===== src/rtl/jtopl_pg_pkg.sv =====
// Shared constants for the OPL phase generator: slot count, accumulator
// width and the MULT factor table, plus the small arithmetic helpers.
package jtopl_pg_pkg;

  localparam int SLOTS  = 18;
  localparam int PW     = 19;
  localparam int SLOT_W = 5;
  localparam int FNUM_W = 10;
  localparam int INC_W  = 17;
  localparam int MUL_W  = 22;
  localparam int FACT_W = 5;
  localparam int OPH_W  = 10;

  // MULT field to frequency factor (x2 so that MULT=0 can mean 1/2)
  localparam logic [FACT_W-1:0] MUL_FACTOR [16] = '{
    5'd1,  5'd2,  5'd4,  5'd6,  5'd8,  5'd10, 5'd12, 5'd14,
    5'd16, 5'd18, 5'd20, 5'd20, 5'd24, 5'd24, 5'd30, 5'd30
  };

  function automatic logic [FACT_W-1:0] mul_factor(input logic [3:0] mul);
    return MUL_FACTOR[mul];
  endfunction

  // Accumulator step: modulo 2^PW, the phase is meant to wrap freely
  function automatic logic [PW-1:0] phase_wrap_add(input logic [PW-1:0] phase,
                                                   input logic [PW-1:0] inc);
    logic [PW:0] sum;
    sum = {1'b0, phase} + {1'b0, inc};
    return sum[PW-1:0];
  endfunction

  function automatic logic [SLOT_W-1:0] slot_next(input logic [SLOT_W-1:0] s);
    return (s == SLOT_W'(SLOTS-1)) ? '0 : s + SLOT_W'(1);
  endfunction

endpackage


===== src/rtl/jtopl_pg_seq_if.sv =====
// Register-file fetch bus and operator-phase output bus of the phase
// generator sequencer.
interface jtopl_pg_seq_if;
  import jtopl_pg_pkg::*;

  logic [SLOT_W-1:0] slot;
  logic [FNUM_W-1:0] fnum;
  logic [2:0]        block;
  logic [3:0]        mul;
  logic              kon;
  logic              pg_test;
  logic [OPH_W-1:0]  phase_op;
  logic [SLOT_W-1:0] op_slot;
  logic              op_valid;

  // Sequencer side: addresses the register file and produces operator phase
  modport master (
    output slot, phase_op, op_slot, op_valid,
    input  fnum, block, mul, kon, pg_test
  );

  // Register file / operator stage side
  modport slave (
    input  slot, phase_op, op_slot, op_valid,
    output fnum, block, mul, kon, pg_test
  );
endinterface


===== src/rtl/jtopl_pg_inc.sv =====
// Pure phase increment: F-number shifted by octave. Never overflows 17 bits
// (largest value is 0x3FF << 7 = 0x1FF80).
module jtopl_pg_inc
  import jtopl_pg_pkg::*;
(
  input  logic [FNUM_W-1:0] fnum,
  input  logic [2:0]        block,
  output logic [INC_W-1:0]  phinc_pure
);

  assign phinc_pure = {7'b0, fnum} << block;

endmodule


===== src/rtl/jtopl_pg_sum.sv =====
// Phase-sum datapath: applies the MULT factor to the pure increment and
// either accumulates into the slot phase or forces it to zero.
module jtopl_pg_sum
  import jtopl_pg_pkg::*;
(
  input  logic [PW-1:0]    phase_in,
  input  logic [INC_W-1:0] phinc_pure,
  input  logic [3:0]       mul,
  input  logic             pg_rst,
  output logic [PW-1:0]    phase_out
);

  logic [MUL_W-1:0] phinc_mul;
  logic [PW-1:0]    phinc_step;

  // Factor table is doubled, so drop the LSB to get the real increment
  assign phinc_mul  = MUL_W'(phinc_pure) * MUL_W'(mul_factor(mul));
  assign phinc_step = phinc_mul[PW:1];
  assign phase_out  = pg_rst ? '0 : phase_wrap_add(phase_in, phinc_step);

endmodule


===== src/rtl/jtopl_pg_seq.sv =====
// Time-multiplexed phase generator: walks the 18 operator slots, keeps each
// slot's 19-bit phase and key-on history, and emits the 10-bit operator phase.
module jtopl_pg_seq
  import jtopl_pg_pkg::*;
(
  input  logic            clk,
  input  logic            rst_n,
  input  logic            cen,
  jtopl_pg_seq_if.master  bus
);

  logic [SLOT_W-1:0] slot_p0;
  logic [PW-1:0]     phase_mem [SLOTS];
  logic [SLOTS-1:0]  kon_prev;

  logic [INC_W-1:0]  phinc_pure;
  logic [PW-1:0]     phase_cur;
  logic [PW-1:0]     phase_nxt;
  logic              pg_rst;

  logic [OPH_W-1:0]  phase_op_p1;
  logic [SLOT_W-1:0] op_slot_p1;
  logic              vld_p1;

  // Stage A: fetch addressed slot, compute next phase combinationally
  assign phase_cur = phase_mem[slot_p0];
  // A held key-on must not keep resetting, so only the rising edge counts
  assign pg_rst    = bus.pg_test | (bus.kon & ~kon_prev[slot_p0]);

  jtopl_pg_inc u_inc (
    .fnum       (bus.fnum),
    .block      (bus.block),
    .phinc_pure (phinc_pure)
  );

  jtopl_pg_sum u_sum (
    .phase_in   (phase_cur),
    .phinc_pure (phinc_pure),
    .mul        (bus.mul),
    .pg_rst     (pg_rst),
    .phase_out  (phase_nxt)
  );

  always_ff @(posedge clk or negedge rst_n) begin
    if (!rst_n) begin
      slot_p0     <= '0;
      kon_prev    <= '0;
      for (int i = 0; i < SLOTS; i++) phase_mem[i] <= '0;
      phase_op_p1 <= '0;
      op_slot_p1  <= '0;
      vld_p1      <= 1'b0;
    end else if (cen) begin
      slot_p0            <= slot_next(slot_p0);
      phase_mem[slot_p0] <= phase_nxt;
      kon_prev[slot_p0]  <= bus.kon;
      // Output register: one cycle behind the addressed slot
      phase_op_p1        <= phase_nxt[PW-1:PW-OPH_W];
      op_slot_p1         <= slot_p0;
      vld_p1             <= 1'b1;
    end else begin
      vld_p1             <= 1'b0;
    end
  end

  assign bus.slot     = slot_p0;
  assign bus.phase_op = phase_op_p1;
  assign bus.op_slot  = op_slot_p1;
  assign bus.op_valid = vld_p1;

endmodule


===== src/flat_wrapper.sv =====
// flat-port wrapper written by rule: the top's interface ports become plain ports
module jtopl_pg_seq_flat import jtopl_pg_pkg::*;
  (clk, rst_n, cen, bus_slot, bus_phase_op, bus_op_slot, bus_op_valid, bus_fnum, bus_block, bus_mul, bus_kon, bus_pg_test);
  jtopl_pg_seq_if bus_i ();
  input  logic clk;
  input  logic rst_n;
  input  logic cen;
  output wire logic [$bits(bus_i.slot)-1:0] bus_slot;
  output wire logic [$bits(bus_i.phase_op)-1:0] bus_phase_op;
  output wire logic [$bits(bus_i.op_slot)-1:0] bus_op_slot;
  output wire logic [$bits(bus_i.op_valid)-1:0] bus_op_valid;
  input wire logic [$bits(bus_i.fnum)-1:0] bus_fnum;
  input wire logic [$bits(bus_i.block)-1:0] bus_block;
  input wire logic [$bits(bus_i.mul)-1:0] bus_mul;
  input wire logic [$bits(bus_i.kon)-1:0] bus_kon;
  input wire logic [$bits(bus_i.pg_test)-1:0] bus_pg_test;
  assign bus_slot = bus_i.slot;
  assign bus_phase_op = bus_i.phase_op;
  assign bus_op_slot = bus_i.op_slot;
  assign bus_op_valid = bus_i.op_valid;
  assign bus_i.fnum = bus_fnum;
  assign bus_i.block = bus_block;
  assign bus_i.mul = bus_mul;
  assign bus_i.kon = bus_kon;
  assign bus_i.pg_test = bus_pg_test;
  jtopl_pg_seq u_core (.clk(clk), .rst_n(rst_n), .cen(cen), .bus(bus_i));
endmodule

===== config.mk =====
export PLATFORM = sky130hd
export DESIGN_NAME = jtopl_pg_seq_flat
export DESIGN_NICKNAME = d
export VERILOG_FILES = /design/src/rtl/jtopl_pg_pkg.sv /design/src/rtl/jtopl_pg_seq_if.sv /design/src/rtl/jtopl_pg_inc.sv /design/src/rtl/jtopl_pg_sum.sv /design/src/rtl/jtopl_pg_seq.sv /design/src/flat_wrapper.sv
export SDC_FILE = /design/constraint.sdc
export NUM_CORES = 1
export LEC_CHECK = 0
export CAP_MARGIN = 25
export CORE_ASPECT_RATIO = 1.1
export CORE_MARGIN = 2
export CORE_UTILIZATION = 35
export CTS_CLUSTER_DIAMETER = 100
export DETAILED_ROUTE_END_ITERATION = 6
export SLEW_MARGIN = 20
export SYNTH_ARGS = -nofsm -noshare
export SYNTH_HDL_FRONTEND = slang
export SYNTH_SLANG_ARGS = --single-unit

===== constraint.sdc =====
create_clock -name clk -period 6.6 [get_ports clk]
set_clock_uncertainty 0.05 [all_clocks]
set_input_delay 1.32 -clock clk [delete_from_list [all_inputs] [get_ports clk]]
set_output_delay 1.32 -clock clk [all_outputs]
set_load 0.03 [all_outputs]

Word level (Yosys, flattened, before mapping) --
Memory sizes are Yosys's and may differ from the RTL's. Index checks and enable logic that the tools add are counted.
Cells by class: shifts and indexed selects 1, multipliers 1, muxes and demuxes 16, $add $sub $neg 2, magnitude comparators 5, bitwise operators 5, reduce and logical (&&, ||, !) cells 2, equality and inequality tests 1
Operators by type and width (count):
- bitwise mux 342 bit | 1
- binary-select mux 19 bit (select 5 bit) | 1
- demux 19 bit (select 5 bit) | 1
- two-way mux 19 bit | 4
- multiplier 17 x 5 -> 20 bit | 1
- adder 19 bit | 1
- bitwise mux 18 bit | 1
- << shifter 10 x 3 -> 17 bit | 1
- two-way mux 5 bit | 3
- >= comparator 6 bit, second input constant | 1
- less-than comparator 5 x 6 -> 1 bit, second input constant | 1
- less-than comparator 6 x 1 -> 1 bit, second input constant | 1
- inverter 5 -> 6 bit | 1
- adder 5 x 1 -> 5 bit, second input constant | 1
- binary-select mux 1 bit (select 5 bit) | 1
- demux 1 bit (select 5 bit) | 1
- == test 5 bit, second input constant | 1
- >= comparator 5 x 1 -> 1 bit, second input constant | 1
- >= comparator 5 bit, second input constant | 1
- inverter 4 -> 5 bit | 1
- two-way mux 1 bit | 3
- logical AND 1 bit | 2
- bitwise AND 1 bit | 1
- inverter 1 bit | 1
- bitwise OR 1 bit | 1
Storage, ports and cells: memories 1, logic and storage cells 57, register bits after elaboration 381, output and inout bits 21, ROM bits 80, input port bits 22
Memory list:
- (name not given) | words 16, bits a word 5, read ports 1, clocked after Yosys merged registers in 0, write ports 0, RTL line jtopl_pg_pkg.sv:21 | return MUL_FACTOR[mul];

Logic depth before layout (Yosys ltp) --
Gate-level depths: netlist (run 1).
depth after elaboration 8, depth in mapped cells 30, depth with buffers taken out 28

Modules after synthesis --
From an unflattened synthesis (run 1), not the netlist that was laid out.
Unflattened totals: cells, all modules 1590, area total of the unflattened synthesis 21259.1 µm²
By module, submodules not included:
- jtopl_pg_seq | cells an instance 1102, area an instance 17407.9 µm², times used 1
- jtopl_pg_sum | cells an instance 432, area an instance 3405.8 µm², times used 1
- jtopl_pg_inc | cells an instance 56, area an instance 445.4 µm², times used 1

Worst setup path before layout (run 1) --
No wires, ideal clock.
path kind input to register, start point in bus_block[0], end point reg u_core.phase_op_p1[6], in the netlist u_core.bus.phase_op[6], required time 6416 ps, slack -1032 ps, cell stages on the path 28, data arrival time 7449 ps, cell sequence buf_1 > mux2_2 > o21ai_0 > inv_1 > a21oi_1 > nor2b_1 > fa_1 > fa_1 > inv_1 > fa_1 > inv_1 > ha_1 > o21a_1 > o21ai_0 > o21bai_1 > nand2b_1 > a21oi_1 > xnor2_1 > ha_1 > a21o_1 > a21o_1 > a21o_1 > a21o_1 > a211o_1 > a21oi_2 > xor2_2 > buf_4 > o22ai_1
On the way: cells in the longest elaborated chain, start to end 4
RTL lines:
- start, declared | RTL line flat_wrapper.sv:13 | input wire logic [$bits(bus_i.block)-1:0] bus_block;
- << shifter 10 x 3 -> 17 bit | RTL line jtopl_pg_inc.sv:11 | assign phinc_pure = {7'b0, fnum} << block;
- multiplier 17 x 5 -> 20 bit | RTL line jtopl_pg_sum.sv:17 | assign phinc_mul = MUL_W'(phinc_pure) * MUL_W'(mul_factor(mul));
- adder 19 bit | RTL line jtopl_pg_pkg.sv:28 | sum = {1'b0, phase} + {1'b0, inc};
- two-way mux 19 bit | RTL line jtopl_pg_sum.sv:19 | assign phase_out = pg_rst ? '0 : phase_wrap_add(phase_in, phinc_step);
- end signal, assigned | RTL line jtopl_pg_seq.sv:57 | phase_op_p1 <= phase_nxt[PW-1:PW-OPH_W];
- end, declared | RTL line jtopl_pg_seq.sv:21 | logic [OPH_W-1:0] phase_op_p1;
No other way between the ends. A chain may end at the register's enable or synchronous reset.

Worst setup path in the final report (run 1) --
start point in bus_block[0], end point reg u_core.phase_mem[339] (netlist bit)
On the way: cells in the longest elaborated chain, start to end 5
RTL lines:
- << shifter 10 x 3 -> 17 bit | RTL line jtopl_pg_inc.sv:11
- multiplier 17 x 5 -> 20 bit | RTL line jtopl_pg_sum.sv:17
- adder 19 bit | RTL line jtopl_pg_pkg.sv:28
- two-way mux 19 bit | RTL line jtopl_pg_sum.sv:19
- bitwise mux 342 bit | RTL line jtopl_pg_seq.sv:54 | phase_mem[slot_p0] <= phase_nxt;
- end signal, assigned by index | RTL line jtopl_pg_seq.sv:54
- end, declared | RTL line jtopl_pg_seq.sv:13 | logic [PW-1:0] phase_mem [SLOTS];
No other way between the ends.

==> results.md, run 1 <==
- Synth unique cells: 69
- Post-DR wirelength/cell: 19.19 um
- Via density: 5.345
- Final Hold Viols: 0
- Most frequent cells in the layout: nand2_1, dfrtp_1, o21ai_0
- DIE AREA: 60610 sq um
- 1st-iter DRT viols: 1088
- Vias in the first global route: 16546
- Crit path capture type: flip-flop
- DRC Markers: 0
- Routed vias: 15820
- Area grow syn2layout: 23.86%
- WL final: 56810 um
- Share of cells above drive strength 1: 27.55%
- EDFF count, synth: 0
- Post-synthesis sequential area ratio: 46.44%
- Initial antenna violation count: 0
- Worst Max-Slew Pin Slew: 1.086 ns
- Worst reg2reg setup slack: 1.53 ns
- Crit Path Category: primary input to flip-flop
- Clock latency on the worst-skew pair: 0.54 ns
- Gr ovfl total: 0
- Highest Clock Rate: 148.7 MHz
- Max-cap violations: 0
- Ys async rst share: 100.0%
- GP Congestion: 0.7833
- Relative slew margins: 27.46%
- Most used cell, CP: fa_1
- Final #Nets: 2285
- Core Area: 58300 sq um
- Crit path time final: 6.724 ns
- Setup crit start kind: primary input
- Port Buf Inserts: 42
- GRT Overall Usage: 18.46%
- Pwr dens: 518.9 nW/um^2
- Post-Synthesis Cells: 2018
- Setup TNS: -2.803 ns
- Status: complete, but fails checks
- P_leak: 0.01139 uW
- Num CTS Buffers: 39
- Max Root-Sink Buffers: 3
- Antenna cells: 0
- Length of the first detailed-routing pass in iterations: 5
- CTS root buf: clkbuf_16
- CTS tree: built
- Max-slew violation count: 0
- Final WS setup: -0.1245 ns
- Ys flop type: dfrtp_1
- Largest net degree at the start of global routing: 119
- Req. time, crit path: 7.00 ns
- Critical-path top delay cell: fa_1
- Initial core utilization: 35.22%
- Final setup fails: 48
- Commonest non-fill, non-tap cell in the layout: nand2_1
- First-pass GRT wire length: 90480 um
- Clock slew at reported path FFs: 0.06 ns
- Synthesized area: 20530 sq um
- RSZ-0062 raised after global routing: true
- CTS Sinks: 381
- Row cnt: 93
- Post-Syn Nets: 2132
- Period utilization: 101.9%
- Total number of yosys warnings: 0
- #FFs+latches synth: 381
- Core Util, Final: 43.62%
- Place WS: -1.131 ns
- Violated checks: setup timing
- I/O pin cnt: 43
- Antenna violation net count after detailed routing: 0
- Detail Placement HPWL: 35180 um
- Die Y: 258.0 um
- H-tree depth: 2
- Width of the die: 234.9 um
- Crit path max fanout: 9
- Worst vdd ir: 407.7 uV
- CP max stage delay: 0.53 ns
- Worst hold-check path type: flip-flop to flip-flop
- Avg Inst Size Synth: 10.17 sq um
- Critical Path AT: 7.13 ns
==> metal layers <==
layer  track usage, %  routed length [um]  vias to the layer above  part of all wire (%)
met5                0                   0                        -                     0
met4            5.327                1322                        0                   2.3
met3            2.138                2535                       94                   4.5
met2            31.80               28100                      409                    49
met1            24.58               24850                     8017                    44
li1                 -                   -                     7300                     -
==> registers in the layout (all words and copies together) (netlist names) <==
name                 cells
u_core.bus.phase_op     10
u_core.bus.slot          5
u_core.bus.op_valid      1
u_core.bus.op_slot       5
u_core.kon_prev         18
u_core.phase_mem       342
==> cells by family after synthesis <==
family,synth area share (%)
AOI/OAI and AO/OA,13.98
muxes,12.99
xor gates and xnor gates,1.639
and+or+nand+nor,13.15
adders and majority gates,7.253
DFF,46.44
buffers and inverters,4.547
==> where the power goes <==
part	total, uW	switching, uW	internal [uW]
registers	3640	533	3110
clock network	2280	913	1360
logic	7280	4010	3260
total	13200	5460	7740
==> cell usage after synthesis, types with 3 or more instances <==
library cell / instances / area share [%]
or2_2: 3 / 0.091
nand3_1: 44 / 1.1
nand2_2: 8 / 0.24
o21ai_2: 10 / 0.43
a211oi_1: 6 / 0.22
nand2b_1: 20 / 0.61
mux2i_1: 20 / 0.98
fa_1: 45 / 4.4
and3_1: 12 / 0.37
clkbuf_2: 8 / 0.20
o21a_1: 21 / 0.77
clkbuf_1: 92 / 1.7
buf_2: 18 / 0.44
a21oi_1: 36 / 0.88
a21o_1: 17 / 0.62
and2_1: 18 / 0.55
nand2_1: 395 / 7.2
inv_1: 86 / 1.6
o22ai_1: 21 / 0.64
buf_4: 4 / 0.15
o21ai_1: 30 / 0.73
o21bai_1: 5 / 0.18
mux4_2: 77 / 8.4
or3_1: 12 / 0.37
mux2_2: 65 / 3.6
buf_1: 16 / 0.29
buf_6: 4 / 0.22
dfrtp_1: 381 / 46
nor2_1: 33 / 0.60
o21ai_0: 346 / 8.4
nand4_1: 5 / 0.15
xnor2_1: 27 / 1.2
nor3_1: 9 / 0.22
ha_1: 47 / 2.9
xor2_1: 7 / 0.30
nor2b_1: 31 / 0.94
==> stage by stage <==
step                      total power [uW]  hold WS [ns]  area [sq um]  cells
after global routing                 13910        0.4399         25430   2960
after CTS                            12290        0.4260         24770   2939
after floorplan                       6966        0.3904         20740   2018
final                                13190        0.4231         25430   2960
after global placement                9133        0.4060         22810   2838
after detailed placement              9268        0.4122         22810   2838
==> worst max-delay path, delay by kind of cell <==
kind	cells	cell delay, ns
adders and majority gates	5	2.13
AOI/OAI and AO/OA	5	0.96
and+or+nand+nor	9	1.29
buffers and inverters	6	0.59
muxes	2	0.48
xor gates and xnor gates	2	0.35
==> layout make-up <==
cell class / count / area, sq um
clock buffer: 58 / 1190
clock inverter: 12 / 140.1
fill: 5424 / 32870
inverter: 86 / 322.8
multi-input combinational: 1414 / 11020
sequential: 381 / 9542
tap: 760 / 950.9
timing repair buffer: 249 / 2262
==> final timing paths <==
kind,from,endpoint,depth (start not counted)
setup / recovery,bus_block[0],u_core.phase_mem[339],29
hold / removal,u_core.phase_mem[195],u_core.phase_mem[195],2
setup reg to reg,u_core.bus.slot[0],u_core.phase_mem[339],15
hold reg to reg,u_core.phase_mem[195],u_core.phase_mem[195],2
max in group asynchronous,rst_n,u_core.phase_mem[62],2
min in group asynchronous,rst_n,u_core.phase_mem[138],1
==> timing repair <==
action / 4_1_cts / 5_1_grt
gates cloned: 6 / 7
endpoints found under the setup margin: 189 / 189
pin swaps: 33 / 51
buffers inserted: 25 / 19
hold buffers: 0 / 0
gates resized for setup: 112 / 163
Note: power is estimated with default switching activity, not from simulation.
==> inputs of run 2 (changes only) <==
--- a/config.mk
+++ b/config.mk
@@ -10,7 +10,9 @@
 export CORE_MARGIN = 2
 export CORE_UTILIZATION = 35
 export CTS_CLUSTER_DIAMETER = 100
+export CTS_CLUSTER_SIZE = 16
 export DETAILED_ROUTE_END_ITERATION = 6
+export GPL_TIMING_DRIVEN = 0
 export SLEW_MARGIN = 20
 export SYNTH_ARGS = -nofsm -noshare
 export SYNTH_HDL_FRONTEND = slang
==> results.md, run 2 (synthesized netlist as in run 1, its figures left out) <==
- Gr ovfl total: 0
- Final WS setup: -0.2761 ns
- Most flops, register: u_core.phase_mem
- Initial antenna violation count: 0
- Post-DR wirelength/cell: 22.15 um
- 1st-iter DRT viols: 1266
- Final #Nets: 2289
- Clock latency on the worst-skew pair: 0.57 ns
- P_leak: 0.01092 uW
- DIE AREA: 60610 sq um
- Worst hold-check path type: flip-flop to flip-flop
- Antenna cells: 0
- Length of the first detailed-routing pass in iterations: 6
- Largest net degree at the start of global routing: 105
- Crit Path Category: primary input to flip-flop
- Detail Placement HPWL: 45250 um
- Max Root-Sink Buffers: 3
- Critical Path AT: 7.25 ns
- Setup TNS: -16.61 ns
- CP max stage delay: 0.52 ns
- Commonest non-fill, non-tap cell in the layout: nand2_1
- GRT Overall Usage: 21.07%
- I/O pin cnt: 43
- Finished Layout Cells: 2934
- Metal-1 WL: 26240 um
- CTS Sinks: 381
- First-pass GRT wire length: 99450 um
- Core Area: 58300 sq um
- Routed wl met2: 31910 um
- Req. time, crit path: 6.98 ns
- CTS tree: built
- Status: complete, but fails checks
- Share of cells above drive strength 1: 24.56%
- Width of the die: 234.9 um
- Relative slew margins: 28.57%
- Area grow syn2layout: 20.74%
- Port Buf Inserts: 39
- Crit path max fanout: 8
- Placed Cells: 2821
- Max-cap violations: 0
- CTS root buf: clkbuf_16
- Violated checks: setup timing
- Final Hold Viols: 0
- Highest Clock Rate: 145.4 MHz
- Pwr dens: 520.3 nW/um^2
- Antenna violation net count after detailed routing: 0
- Worst Max-Slew Pin Slew: 1.071 ns
- WL final: 64990 um
- Crit path time final: 6.876 ns
- Most used cell, CP: fa_1
- Max-slew violation count: 0
- Place WS: -2.181 ns
- Critical-path top delay cell: fa_1
- Num CTS Buffers: 27
- Max FFs per register: 342
- Die Y: 258.0 um
- Worst Hold Slack: 0.4265 ns
- Highest Signal Layer: met4
- Routed vias: 16273
- Vias in the first global route: 16919
- RSZ-0062 raised after global routing: true
- Setup crit start kind: primary input
- Worst vdd ir: 557.0 uV
- Most frequent cells in the layout: nand2_1, dfrtp_1, o21ai_0
- H-tree depth: 1
- # hold bufs at CTS: 0
- Initial core utilization: 35.22%
- DRC Markers: 0
- Metal3 WL: 3430 um
- Clock slew at reported path FFs: 0.07 ns
- Via density: 5.546
- Row cnt: 93
- Period utilization: 104.2%
- Crit path capture type: flip-flop
- Final setup fails: 95
- GP Congestion: 0.9315
==> run 2: changes by cell type in the layout (fill, tap and decap cells not counted), moves of 15 or more <==
| cell | change |
|---|---|
| buf_1 | +15 |
| o21ai_2 | +23 |
| buf_4 | -116 |
| buf_2 | +19 |
| clkbuf_1 | +70 |
| o21ai_1 | -21 |
==> run 2: path summary, 6_finish.rpt <==
kind                            slack (ns)                  start                     end  cells after the start
min in group asynchronous             0.58                  rst_n   u_core.phase_mem[338]                      1
worst min-delay path                  0.43  u_core.phase_mem[318]   u_core.phase_mem[318]                      2
worst max-delay path                 -0.28           bus_block[0]  u_core.bus.phase_op[9]                     29
worst min register to register        0.43  u_core.phase_mem[318]   u_core.phase_mem[318]                      2
worst max register to register        0.35     u_core.bus.slot[1]  u_core.bus.phase_op[4]                     16
max in group asynchronous             4.66                  rst_n    u_core.phase_mem[43]                      3
==> run 2: critical path, delay by kind of cell <==
family | cells | cell delay [ns]
simple gates | 7 | 0.91
buf+inv | 5 | 0.50
compound gates | 6 | 1.15
fa+ha+maj | 5 | 2.03
mux | 4 | 0.87
xor+xnor | 2 | 0.44
==> run 2: power breakdown <==
part,switching [uW],internal (uW),total (uW)
Clock,799,722,1520
Sequential,403,3100,3510
Combinational,4450,3420,7870
Total,5650,7250,12900
==> run 2: what timing repair did <==
| action | in CTS | in global routing |
|---|---|---|
| endpoints found under the setup margin | 246 | 195 |
| pin swaps | 95 | 48 |
| gates cloned | 8 | 3 |
| setup buffers | 60 | 21 |
| resized for setup | 270 | 90 |
==> run 2: area by class of cell <==
class                           count  area, sq um
Fill cell                        5458        33510
Multi-Input combinational cell   1409        11180
Sequential cell                   381         9534
Timing Repair Buffer              132         1414
Tap cell                          760        950.9
Buffer                            138        704.4
Clock buffer                       27        675.6
Inverter                           86        322.8
Clock inverter                      1        5.005
==> run 2: metrics by stage <==
| stage | power, uW | instance area (sq um) | utilization, % |
|---|---|---|---|
| 6_report | 12900 | 24790 | 42.52 |
| 4_1_cts | 11890 | 24360 | 41.79 |
| 3_3_place_gp | 8719 | 22090 | 37.89 |
| 3_5_place_dp | 8849 | 22210 | 38.09 |
| 5_1_grt | 13500 | 24790 | 42.52 |
| 2_1_floorplan | 6966 | 20740 | - |
==> run 2: metal layers <==
metal  up-vias  global-route usage (%)
li1       7270                       -
met1      8278                   26.64
met2       561                   35.84
met3       164                   2.523
met4         0                   10.44
met5         -                       0
